===== src/rtl/rc4_key_search_ctrl.sv =====
// Brute-force RC4 key search: launch core per candidate, scan decrypted RAM for lowercase/space text.
// Core launch is a four-phase start/finished handshake; each checked byte costs two cycles (read + check).
module rc4_key_search_ctrl #(
  parameter int                   KEY_WIDTH = 24,
  parameter int                   MSG_LEN   = 32,
  parameter logic [KEY_WIDTH-1:0] KEY_START = KEY_WIDTH'(24'h000000),
  parameter logic [KEY_WIDTH-1:0] KEY_MAX   = KEY_WIDTH'(24'h3FFFFF)
) (
  input  logic                 clk,
  input  logic                 reset,
  input  logic                 search_start,
  input  logic                 arcfour_finished,
  input  logic [7:0]           dec_data,
  output logic                 start_sig,
  output logic [KEY_WIDTH-1:0] key,
  output logic [7:0]           dec_address,
  output logic                 key_found,
  output logic                 key_fail,
  output logic                 search_done,
  output logic [3:0]           state_tap
);

  typedef enum logic [3:0] {
    S_IDLE      = 4'd0,
    S_LAUNCH    = 4'd1,
    S_WAIT_DONE = 4'd2,
    S_RELEASE   = 4'd3,
    S_READ      = 4'd4,
    S_CHECK     = 4'd5,
    S_NEXT_KEY  = 4'd6,
    S_FOUND     = 4'd7,
    S_FAIL      = 4'd8
  } state_t;

  localparam logic [7:0] LAST_ADDR = 8'(MSG_LEN - 1);

  state_t                 state, state_nxt;
  logic [KEY_WIDTH-1:0]   key_nxt;
  logic [7:0]             addr_nxt;
  logic                   byte_ok;

  always_ff @(posedge clk) begin
    if (reset) begin
      state       <= S_IDLE;
      key         <= KEY_START;
      dec_address <= 8'd0;
    end else begin
      state       <= state_nxt;
      key         <= key_nxt;
      dec_address <= addr_nxt;
    end
  end

  assign byte_ok = ((dec_data >= 8'h61) && (dec_data <= 8'h7A)) || (dec_data == 8'h20);

  always_comb begin
    state_nxt = state;
    key_nxt   = key;
    addr_nxt  = dec_address;
    case (state)
      S_IDLE:      if (search_start) state_nxt = S_LAUNCH;
      S_LAUNCH:    state_nxt = S_WAIT_DONE;
      S_WAIT_DONE: if (arcfour_finished) state_nxt = S_RELEASE;
      // A finished flag left high from a previous run must still go low before reading.
      S_RELEASE: begin
        if (!arcfour_finished) begin
          addr_nxt  = 8'd0;
          state_nxt = S_READ;
        end
      end
      S_READ:      state_nxt = S_CHECK;
      S_CHECK: begin
        if (!byte_ok) begin
          state_nxt = S_NEXT_KEY;
        end else if (dec_address == LAST_ADDR) begin
          state_nxt = S_FOUND;
        end else begin
          addr_nxt  = dec_address + 8'd1;
          state_nxt = S_READ;
        end
      end
      S_NEXT_KEY: begin
        if (key == KEY_MAX) begin
          state_nxt = S_FAIL;
        end else begin
          key_nxt   = key + 1'b1;
          state_nxt = S_LAUNCH;
        end
      end
      S_FOUND:     state_nxt = S_FOUND;
      S_FAIL:      state_nxt = S_FAIL;
      default:     state_nxt = S_IDLE;
    endcase
  end

  assign start_sig   = (state == S_LAUNCH) || (state == S_WAIT_DONE);
  assign key_found   = (state == S_FOUND);
  assign key_fail    = (state == S_FAIL);
  assign search_done = key_found | key_fail;
  assign state_tap   = state;

endmodule


===== config.mk =====
export PLATFORM = sky130hd
export DESIGN_NAME = rc4_key_search_ctrl
export DESIGN_NICKNAME = d
export VERILOG_FILES = /design/src/rtl/rc4_key_search_ctrl.sv
export SDC_FILE = /design/constraint.sdc
export NUM_CORES = 1
export LEC_CHECK = 0
export ABC_CLOCK_PERIOD_IN_PS = 2730
export CAP_MARGIN = 10
export CORE_MARGIN = 8
export CORE_UTILIZATION = 43
export DETAILED_ROUTE_END_ITERATION = 10
export DONT_BUFFER_PORTS = 1
export MAX_ROUTING_LAYER = met4
export PLACE_DENSITY_LB_ADDON = 0.12
export SYNTH_ARGS = -nofsm -noshare
export SYNTH_HDL_FRONTEND = slang
export SYNTH_SLANG_ARGS = --single-unit
export TNS_END_PERCENT = 100

===== constraint.sdc =====
create_clock -name clk -period 2.73 [get_ports clk]
set_input_delay 0.4095 -clock clk [delete_from_list [all_inputs] [get_ports clk]]
set_output_delay 0.4095 -clock clk [all_outputs]
set_load 0.01 [all_outputs]

==> results.md <==
- Die area: a little over 7000 um^2
- Gates resized, CTS repair: 0
- Skew-Pair Late Insertion Delay: between 200 and 300 ps
- CP Launch Type: register
- GP Congestion: roughly 0.84
- Peak Freq: ~450 MHz
- Max stage delay cell, worst path: or4_1
- Post-synth top area share: 0.357
- Synthesis-to-layout area growth: 7.80%
- Vias in the first global route: around 1.8k
- CP Data Required Time: between 2000 and 3000 ps
- Initial antenna violation count: 0
- Syn Area/Cell: between 7 and 8 um^2
- Commonest non-fill, non-tap cells in the layout: dfxtp_1 (36), nor2_1 (29), a21oi_1 (25)
- DIE HEIGHT: around 85 um
- Initial Utilization: 0.436
- Antenna-violating nets left: 0
- Post-route DRC violation count: 0
- Count of input and output buffers: 0
- Largest net degree at the start of global routing: 33
- Synthesized netlist net count: between 200 and 300
- Commonest non-fill, non-tap cell in the layout: dfxtp_1
- Ys async rst share: 0
- MaxCap Viol Count: 0
- Clk slew on worst S/H paths: 70 ps
- Synth area leaders: dfxtp_1 (36%), a21oi_1 (6.2%), nor2_1 (5.4%)
- CORE AREA: around 4600 um^2
- Final Core Density: 0.471
- DR WL/cell: between 15 and 20 um
- Critical Path Fanout Max: 14
- Ys Warns: 0
- Placed cell area: between 2000 and 2500 um^2
- Critical path cell sequence: nand4_2 > or3_1 > a211o_1 > or4_1 > a21oi_1
- Total chip power: approximately 1.1 mW
- GRT Total Usage: 0.145
- Post-Route Skew: a little over 7 ps
- Post-synth cell types: between 40 and 50
- Total congestion overflow: 0
- Relative slew slack: 0.490
- Setup bufs post-CTS: 0
- Row count: 25
- Reg2Reg Setup Slack: 500 ps
- Worst Setup End Kind: register
- Hold Path Class: primary input to register
- Cell leakage power: between 0.6 and 0.7 nW
- Max rail drop VDD: 256 uV
- Worst Tran Pin Value: ~760 ps
- Sequential area share after synthesis: 0.357
- First-pass GRT wire length: approximately 8.3 mm
- Via count: approximately 1.9k
- Via/cell ratio: between 5 and 6
- Post-synth top area cell: dfxtp_1
- Pwr Density: 512 nW/um^2
- Clock Path Buffers: 2
- Layout cell share with drive strength beyond 1: 0.0934
- CP bufs+invs: 0
- Fin nets: 270
- Initial drt markers: 98
- Fin crit period: about 2200 ps
- Dpl hpwl: approximately 3.6 mm
- CTS Hold Buffers Added: 0
- Yosys reg bits: 36
- Die width: between 80 and 90 um
- Cell area after layout: roughly 2200 um^2
- WP data arrival: about 2400 ps
- Final worst path period share: 0.816
- H-tree depth: 2
- Slew Limit Fails: 0
- Post-synth EDFFs: 0
- Total clock sinks: 36
- Kind of critical path: register to register
- Slowest stage delay, CP: around 500 ps
- RSZ-0062 raised after global routing: no
- Routed wire length: around 4.9 mm
- Mapped Cells: 254
- Crit path max-delay family: simple AND/OR/NAND/NOR gates
- Status: completed
- Final Setup Violations: 0
- I/O pin cnt: 52
- Clock root buffer: clkbuf_8
- Main synth FF type: dfxtp_1
- Ant. Diodes: 0
- Initial DRT Pass Iterations: 4
- Post-Syn Area: 2020 um^2
- CTS buffer count: 5
- Sum Neg Setup Slack: 0 ps
- TritonCTS clock tree: built
- Final Hold Vio Count: 0
## synth_stat cells (3+ instances only)
| library cell | count |
|---|---|
| dfxtp_1 | 36 |
| nor2_1 | 29 |
| a21oi_1 | 25 |
| nand2_1 | 14 |
| nor3_1 | 11 |
| o21ai_0 | 11 |
| xnor2_1 | 11 |
| inv_1 | 10 |
| nand4_1 | 10 |
| clkbuf_1 | 8 |
| nand3_1 | 8 |
| or3_1 | 7 |
| and3_1 | 6 |
| o31ai_1 | 6 |
| a211oi_1 | 4 |
| a31o_2 | 4 |
| or2_2 | 4 |
| and2_1 | 3 |
| nand4bb_1 | 3 |
| nor2b_1 | 3 |
| or4_1 | 3 |
| xor2_1 | 3 |
## state kept, by name, summed over array words and instances (netlist names)
signal / count
dec_address: 8
key: 24
state_tap: 4
## power by group
part           total (mW)  internal, mW  switching (mW)
Combinational       0.171        0.0653           0.105
Sequential          0.559         0.538          0.0213
Clock               0.385         0.206           0.180
Total                1.12         0.809           0.306
## path summary, 6_finish.rpt
kind	end	start	cells after the start
setup reg to reg	key[19]$_SDFFE_PP0P_	key[3]$_SDFFE_PP0P_	5
hold / removal	dec_address[0]$_SDFFE_PP0P_	reset	1
setup / recovery	key[19]$_SDFFE_PP0P_	key[3]$_SDFFE_PP0P_	5
hold reg to reg	key[19]$_SDFFE_PP0P_	key[19]$_SDFFE_PP0P_	2
## layout make-up
type                       count  area [um^2]
multi-input combinational    197         1220
fill                         463         2450
sequential                    36          721
timing repair buffer           6         45.0
clock buffer                   8         90.1
inverter                      10         37.5
tap                           54         67.6
## metrics by stage
| step | hold slack [ps] | setup slack (ps) | instances |
|---|---|---|---|
| 2_1_floorplan | 502 | 780 | 254 |
| 4_1_cts | 177 | 506 | 311 |
| 5_1_grt | 174 | 279 | 311 |
| 3_3_place_gp | 488 | 560 | 303 |
| 3_5_place_dp | 488 | 543 | 303 |
| 6_report | 196 | 501 | 311 |
## metal layers
metal  GRT usage  up-vias  share of wire
li1            -      941              -
met1       0.157      835           0.43
met2       0.224       66           0.45
met3      0.0654        9           0.10
met4      0.0615        0          0.015
met5           -        -              0
## logic make-up (layout without fill, tap and decap cells)
logic type      count (synthesis)  count (layout)  synth area share
xor+xnor                       14              14            0.0607
compound gates                 64              64             0.200
simple gates                  115             115             0.316
mux                             2               2           0.00991
flops                          36              36             0.357
buf+inv                        21              24            0.0440
fa+ha+maj                       2               2            0.0124
Note: power is estimated with default switching activity, not from simulation.
